### src/rtl/if_fetch_unit_if.sv
// ----------------------------------------------------------------------------
// if_fetch_unit_if
//   Bundles every signal the fetch stage exchanges with its neighbours:
//   the 8-bit instruction memory port, the branch predictor lookup, the EX
//   redirect and the IF->ID instruction handshake.
//
//   master modport : the fetch unit
//   slave  modport : memory / predictor / EX / ID side
//
//   Signals
//     mem_req          fetch -> mem   byte read request, held until mem_valid
//     mem_addr  [31:0] fetch -> mem   byte address of the current request
//     mem_valid        mem -> fetch   requested byte is on mem_data this cycle
//     mem_data  [7:0]  mem -> fetch   returned byte
//     pred_idx  [W-1:0]fetch -> pred  predictor index = pc[W+1:2]
//     pred_taken       pred -> fetch  taken bit, combinational from pred_idx
//     redirect         EX -> fetch    mispredict, restart at redirect_pc
//     redirect_pc[31:0]EX -> fetch    corrected PC
//     stall            ID -> fetch    ID cannot accept this cycle
//     inst_valid       fetch -> ID    instruction offered
//     inst      [31:0] fetch -> ID    instruction word
//     inst_pc   [31:0] fetch -> ID    PC of inst
//     inst_pred_taken  fetch -> ID    fetch chose a taken target for inst
//
//   Handshake: an instruction moves to ID on a cycle where inst_valid=1 and
//   stall=0; while stall=1 every inst_* signal holds. A cycle with redirect=1
//   voids any transfer in that same cycle, so ID ignores inst_valid then.
// ----------------------------------------------------------------------------
interface if_fetch_unit_if #(
    parameter int PRED_IDX_W = 8
);
    logic                  mem_req;
    logic [31:0]           mem_addr;
    logic                  mem_valid;
    logic [7:0]            mem_data;
    logic [PRED_IDX_W-1:0] pred_idx;
    logic                  pred_taken;
    logic                  redirect;
    logic [31:0]           redirect_pc;
    logic                  stall;
    logic                  inst_valid;
    logic [31:0]           inst;
    logic [31:0]           inst_pc;
    logic                  inst_pred_taken;

    modport master (
        output mem_req, mem_addr, pred_idx,
        output inst_valid, inst, inst_pc, inst_pred_taken,
        input  mem_valid, mem_data, pred_taken,
        input  redirect, redirect_pc, stall
    );

    modport slave (
        input  mem_req, mem_addr, pred_idx,
        input  inst_valid, inst, inst_pc, inst_pred_taken,
        output mem_valid, mem_data, pred_taken,
        output redirect, redirect_pc, stall
    );
endinterface

### src/rtl/if_fetch_unit.sv
// ----------------------------------------------------------------------------
// if_fetch_unit
//   Instruction-fetch stage. Owns the PC, assembles one 32-bit instruction
//   from four little-endian byte reads, picks the next PC (using the 2-bit
//   predictor's taken bit for conditional branches) and offers
//   {inst, pc, predicted-taken} to ID. An EX redirect restarts fetch.
//
//   Ports
//     clk        clock
//     rst        synchronous, active-high reset
//     bus        if_fetch_unit_if.master (memory, predictor, redirect, ID)
//     fsm_state  debug view of the internal state (0 FETCH, 1 DECODE,
//                2 HOLD, 3 FLUSH)
//
//   Optional feature
//     STATIC_JAL_EN  when defined, JAL is resolved in fetch (pc + J_imm,
//                    predicted taken); otherwise JAL is fetched sequentially
//                    and EX redirects to the target.
// ----------------------------------------------------------------------------
module if_fetch_unit #(
    parameter logic [31:0] RESET_PC   = 32'h0,
    parameter int          PRED_IDX_W = 8
) (
    input  logic              clk,
    input  logic              rst,
    if_fetch_unit_if.master   bus,
    output logic [1:0]        fsm_state
);

    typedef enum logic [1:0] {
        S_FETCH  = 2'd0,
        S_DECODE = 2'd1,
        S_HOLD   = 2'd2,
        S_FLUSH  = 2'd3
    } state_t;

    localparam logic [6:0] OP_BRANCH = 7'b1100011;
    localparam logic [6:0] OP_JAL    = 7'b1101111;

    state_t      state, state_n;
    logic [31:0] pc, pc_n;
    logic [1:0]  byte_cnt, byte_cnt_n;
    logic [31:0] inst_q, inst_n;
    logic [31:0] next_pc_q, next_pc_n;
    logic        pred_q, pred_n;

    // Decode helpers, only meaningful once all four bytes are in inst_q.
    logic [6:0]  opcode;
    logic [31:0] b_imm;
    logic [31:0] j_imm;
    logic [31:0] pc_plus4;

    assign opcode   = inst_q[6:0];
    assign b_imm    = {{20{inst_q[31]}}, inst_q[7], inst_q[30:25], inst_q[11:8], 1'b0};
    assign j_imm    = {{12{inst_q[31]}}, inst_q[19:12], inst_q[20], inst_q[30:21], 1'b0};
    assign pc_plus4 = pc + 32'd4;

    assign fsm_state = state;

    always_ff @(posedge clk) begin
        if (rst) begin
            state     <= S_FETCH;
            pc        <= RESET_PC;
            byte_cnt  <= 2'd0;
            inst_q    <= 32'h0;
            next_pc_q <= 32'h0;
            pred_q    <= 1'b0;
        end else begin
            state     <= state_n;
            pc        <= pc_n;
            byte_cnt  <= byte_cnt_n;
            inst_q    <= inst_n;
            next_pc_q <= next_pc_n;
            pred_q    <= pred_n;
        end
    end

    // Next-state logic.
    always_comb begin
        state_n    = state;
        pc_n       = pc;
        byte_cnt_n = byte_cnt;
        inst_n     = inst_q;
        next_pc_n  = next_pc_q;
        pred_n     = pred_q;

        case (state)
            S_FETCH: begin
                if (bus.mem_valid) begin
                    inst_n[{byte_cnt, 3'b000} +: 8] = bus.mem_data;
                    byte_cnt_n = byte_cnt + 2'd1;
                    if (byte_cnt == 2'd3) begin
                        state_n = S_DECODE;
                    end
                end
            end
            S_DECODE: begin
                // pred_idx has been pc-derived since the fetch started, so
                // the predictor output is settled here.
                next_pc_n = pc_plus4;
                pred_n    = 1'b0;
                if (opcode == OP_BRANCH) begin
                    pred_n = bus.pred_taken;
                    if (bus.pred_taken) begin
                        next_pc_n = pc + b_imm;
                    end
                end
`ifdef STATIC_JAL_EN
                else if (opcode == OP_JAL) begin
                    next_pc_n = pc + j_imm;
                    pred_n    = 1'b1;
                end
`endif
                state_n = S_HOLD;
            end
            S_HOLD: begin
                if (!bus.stall) begin
                    pc_n       = next_pc_q;
                    byte_cnt_n = 2'd0;
                    state_n    = S_FETCH;
                end
            end
            S_FLUSH: begin
                state_n = S_FETCH;
            end
            default: begin
                state_n = S_FETCH;
            end
        endcase

        // Redirect wins over everything except reset; any byte or transfer
        // in this cycle is dropped by restoring inst_q and overriding pc.
        if (bus.redirect) begin
            pc_n       = bus.redirect_pc;
            byte_cnt_n = 2'd0;
            inst_n     = inst_q;
            state_n    = S_FLUSH;
        end
    end

    // Outputs: forced to 0 while rst is asserted, since the registers only
    // take their reset values at the end of that cycle.
    always_comb begin
        bus.mem_req         = 1'b0;
        bus.mem_addr        = 32'h0;
        bus.pred_idx        = '0;
        bus.inst_valid      = 1'b0;
        bus.inst            = 32'h0;
        bus.inst_pc         = 32'h0;
        bus.inst_pred_taken = 1'b0;
        if (!rst) begin
            bus.pred_idx = pc[PRED_IDX_W+1:2];
            if (state == S_FETCH) begin
                bus.mem_req  = 1'b1;
                bus.mem_addr = pc + {30'h0, byte_cnt};
            end
            if (state == S_HOLD) begin
                bus.inst_valid      = 1'b1;
                bus.inst            = inst_q;
                bus.inst_pc         = pc;
                bus.inst_pred_taken = pred_q;
            end
        end
    end

    // j_imm is only consumed when STATIC_JAL_EN is defined.
    logic unused_ok;
    assign unused_ok = ^j_imm;

endmodule

### src/flat_wrapper.sv
// flat-port wrapper written by rule: the top's interface ports become plain ports
module if_fetch_unit_flat 
#(
    parameter logic [31:0] RESET_PC   = 32'h0,
    parameter int          PRED_IDX_W = 8
)
  (clk, rst, fsm_state, bus_mem_req, bus_mem_addr, bus_pred_idx, bus_inst_valid, bus_inst, bus_inst_pc, bus_inst_pred_taken, bus_mem_valid, bus_mem_data, bus_pred_taken, bus_redirect, bus_redirect_pc, bus_stall);
  if_fetch_unit_if #(.PRED_IDX_W(PRED_IDX_W)) bus_i ();
  input  logic clk;
  input  logic rst;
  output logic [1:0] fsm_state;
  output wire logic [$bits(bus_i.mem_req)-1:0] bus_mem_req;
  output wire logic [$bits(bus_i.mem_addr)-1:0] bus_mem_addr;
  output wire logic [$bits(bus_i.pred_idx)-1:0] bus_pred_idx;
  output wire logic [$bits(bus_i.inst_valid)-1:0] bus_inst_valid;
  output wire logic [$bits(bus_i.inst)-1:0] bus_inst;
  output wire logic [$bits(bus_i.inst_pc)-1:0] bus_inst_pc;
  output wire logic [$bits(bus_i.inst_pred_taken)-1:0] bus_inst_pred_taken;
  input wire logic [$bits(bus_i.mem_valid)-1:0] bus_mem_valid;
  input wire logic [$bits(bus_i.mem_data)-1:0] bus_mem_data;
  input wire logic [$bits(bus_i.pred_taken)-1:0] bus_pred_taken;
  input wire logic [$bits(bus_i.redirect)-1:0] bus_redirect;
  input wire logic [$bits(bus_i.redirect_pc)-1:0] bus_redirect_pc;
  input wire logic [$bits(bus_i.stall)-1:0] bus_stall;
  assign bus_mem_req = bus_i.mem_req;
  assign bus_mem_addr = bus_i.mem_addr;
  assign bus_pred_idx = bus_i.pred_idx;
  assign bus_inst_valid = bus_i.inst_valid;
  assign bus_inst = bus_i.inst;
  assign bus_inst_pc = bus_i.inst_pc;
  assign bus_inst_pred_taken = bus_i.inst_pred_taken;
  assign bus_i.mem_valid = bus_mem_valid;
  assign bus_i.mem_data = bus_mem_data;
  assign bus_i.pred_taken = bus_pred_taken;
  assign bus_i.redirect = bus_redirect;
  assign bus_i.redirect_pc = bus_redirect_pc;
  assign bus_i.stall = bus_stall;
  if_fetch_unit #(.RESET_PC(RESET_PC), .PRED_IDX_W(PRED_IDX_W)) u_core (.clk(clk), .rst(rst), .bus(bus_i), .fsm_state(fsm_state));
endmodule
### config.mk
export PLATFORM = sky130hd
export DESIGN_NAME = if_fetch_unit_flat
export DESIGN_NICKNAME = d
export VERILOG_FILES = /design/src/rtl/if_fetch_unit_if.sv /design/src/rtl/if_fetch_unit.sv /design/src/flat_wrapper.sv
export SDC_FILE = /design/constraint.sdc
export NUM_CORES = 1
export LEC_CHECK = 0
export ABC_AREA = 1
export BUFFER_PORTS_ARGS = -buffer_cell sky130_fd_sc_hd__buf_4
export CAP_MARGIN = 20
export CORE_MARGIN = 3
export CORE_UTILIZATION = 30
export DETAILED_ROUTE_END_ITERATION = 8
export PLACE_DENSITY_LB_ADDON = 0.2
export RECOVER_POWER = 25
export SKIP_CTS_REPAIR_TIMING = 1
export SLEW_MARGIN = 5
export SYNTH_ARGS = -nofsm -noshare
export SYNTH_HDL_FRONTEND = slang
export SYNTH_SLANG_ARGS = --single-unit
export TNS_END_PERCENT = 100
### constraint.sdc
create_clock -name clk -period 1.98 [get_ports clk]
set_input_delay 0.396 -clock clk [delete_from_list [all_inputs] [get_ports clk]]
set_output_delay 0.396 -clock clk [all_outputs]
set_load 0.03 [all_outputs]
==> flow_summary.ini <==
[power]
p_leak_nw = 7.124
p_total_mw = 5.717
powerDensity_mw_per_mm2 = 353.2
ir_drop_v = 0.0003607

[layout]
multi_input_area_mm2 = 0.007731
seqCellArea_mm2 = 0.002110
fin_util_pct = 59.24
n_antenna_cell = 0
drive_gt1_share_pct = 51.68
nNetsFinal = 2013
fin_cells = 2303
num-fill-cells = 2521
synthToLayoutAreaGrowth_pct = 91.39

[synth]
synth_ff_type = dfxtp_1
synth_seq_cells = 101
synth_nets = 1542
async_flop_share_pct = 0
yosysWarnings = 0
synth_area_mm2 = 0.008458
netlist.area_leader.share_pct = 23.91
yosys-top-cells-area = dfxtp_1, nand2_1, inv_1, nor2_1, nand3_1
synth_edf_count = 0
yosysUniqueCellTypes = 41
synth_cells = 1455
yosysSeqAreaShare_pct = 23.91
synth_area_leader_cell = dfxtp_1
synth_area_per_cell_um2 = 5.813

[timing]
rsz0062_at_grt = yes
setup_viol = 127
skew_ps = 21.24
worst_pin_slew_ps = 1072
fin_setup_tns_ps = -42520
drv_slew = 0
hold_violations = 0
fin_crit_ps = 2587
fmax_ghz = 0.3866
worst_slack_ps = -606.7
relSlewSlack_pct = 28.54
fin_crit_sh_pct = 130.6

[critical_path]
worst-setup-path-type = register to output pin
crit_top_cell = buf_4
critPathArrivalTime_ps = 2190
required_ps = 1580
crit_fanout = 4
critPathMaxStageDelay_ps = 390
worstPathCellList = inv_1 > nor3_4 > buf_4 > buf_4 > nand4_1 > xor2_1 > nor3_1 > buf_4
endpoint_kind = output pin
slowest_stage = dfxtp_2
path_buf_inv = 4
path_delay_family = simple AND/OR/NAND/NOR gates
startpoint_type = register

[floorplanning]
die_y_um = 173.9
dieWidth_um = 173.9
start_util_pct = 30.95
boundaryPins = 155
rows = 60
die_area_mm2 = 0.03024
core_area_mm2 = 0.02733

[clocking]
clk_path_buf_depth = 2
cts_tree = built
cts.clk_slew.worst_paths_ps = 90
cts_max_level = 3
insertion_delay_ps = 370
cts_buffers = 9
cts_sinks = 101
root_buffer = clkbuf_16

[detailed_routing]
viasPerCell = 5.089
first_iter_violations = 931
drc = 0
wirelength_um = 43170
drt-pass1-iter-count = 5
drtAntennaViolNets = 0
vias = 11720
routedWlPerCell_um = 18.74

[grt]
grt_use_total_pct = 25.52
first_global_vias = 10690
grt_pass1_wl_um = 60280
grt_antenna_before_repair = 0
grt_max_degree = 65
grt_remaining_overflow = 0

[worst_hold_path]
min_path_type = input port to register

[placement]
place_ws_ps = -399.1
hpwlAfterDp_um = 31930
place_inst = 2215
gp_routability_congestion = 1.037
io_buffers = 154

[flow_run]
maxCapViolations = 0

[outcome]
status = complete, but fails checks
violations = negative setup slack
==> through the flow <==
step,area (um2),hold WS [ps]
final,16190,292.1
after global placement,12880,452.7
after CTS,13200,292.7
after detailed placement,12880,456.1
after floorplan,9199,445.4
after global routing,16190,302.8
==> final timing paths <==
path / slack (ps) / end / depth (start not counted) / from
worst min register to register: 470 / u_core.next_pc_q[5] / 2 / u_core.next_pc_q[5]
worst max-delay path: -610 / bus_mem_addr[31] / 8 / u_core.pc[14]
worst max register to register: -340 / u_core.next_pc_q[31] / 15 / u_core.inst_q[31]
worst min-delay path: 290 / u_core.pc[0] / 3 / bus_redirect_pc[0]
==> state kept, by name, summed over array words and instances, names as in the netlist <==
name,count
u_core.fsm_state,2
u_core.pc,32
u_core.byte_cnt,2
u_core.pred_q,1
u_core.inst_q,32
u_core.next_pc_q,32
==> Yosys cell counts (2+ instances only) <==
cell      instances
nand2_1         405
inv_1           208
nor2_1          175
nand3_1         111
a21oi_1         103
dfxtp_1         101
a31oi_1          50
o21ai_0          50
clkbuf_1         40
ha_1             39
nor3_1           29
a211oi_1         21
nand4_1          17
xor2_1           15
buf_2            11
nor2_2            9
inv_2             7
nor2_4            7
nor4_1            6
nand2_2           5
nor3_2            5
o21ai_1           5
buf_1             4
o211ai_1          4
and2_1            3
o21bai_1          3
o22ai_1           3
fa_1              2
nand2_4           2
nand3_2           2
nand3b_1          2
o221ai_1          2
==> report_power, final <==
part / total [mW] / switching, mW / internal, mW
combinational: 1.51 / 0.879 / 0.631
clock: 2.02 / 1.08 / 0.941
sequential: 2.19 / 0.0915 / 2.10
total: 5.72 / 2.05 / 3.67
==> metal layers <==
metal / track usage [%] / wire length (um) / up-vias
met3: 5.461 / 3391 / 74
met1: 34.25 / 18490 / 5519
met4: 7.004 / 1105 / 0
met5: 0 / 0 / -
li1: - / - / 5672
met2: 41.48 / 20180 / 454
==> worst register-to-register path, stage by stage (launching register included) <==
cell       delay [ps]
dfxtp_4           420
clkbuf_16         180
buf_12            120
buf_12            120
ha_4              240
buf_6             140
a21oi_4           140
o21ai_2            80
nand2_1            60
nand2_1            60
a21oi_2           200
buf_4             170
nand2_2            50
nand2_2            70
nand3_2            70
a21oi_2           130
==> area by class of cell <==
cell class	count	share of cell area, %
Multi-Input combinational cell	1082	47.76
Timing Repair Buffer	516	29.08
Sequential cell	101	13.03
Inverter	216	5.248
Tap cell	372	2.875
Clock buffer	9	1.391
Clock inverter	7	0.6106
==> layout by cell type (no fill, tap or decap), drive strengths merged, types with 4 or more instances in the layout <==
master,Yosys,layout
buf,15,505
nand2,412,412
inv,215,218
nor2,191,191
nand3,114,114
a21oi,104,104
dfxtp,101,101
o21ai,55,55
a31oi,50,50
ha,39,39
nor3,35,35
a211oi,21,21
clkbuf,41,20
nand4,17,17
xor2,15,15
nor4,6,6
o211ai,4,4
clkinv,1,4
==> kinds of logic after synthesis <==
| logic type | Yosys count | synth area share, % |
|---|---|---|
| and+or+nand+nor | 781 | 39.67 |
| AOI/OAI and AO/OA | 244 | 16.27 |
| DFF | 101 | 23.91 |
| xor gates and xnor gates | 16 | 1.657 |
| adders and majority gates | 41 | 6.243 |
| buffers and inverters | 272 | 12.25 |
Power figures use the tool's default switching activity.
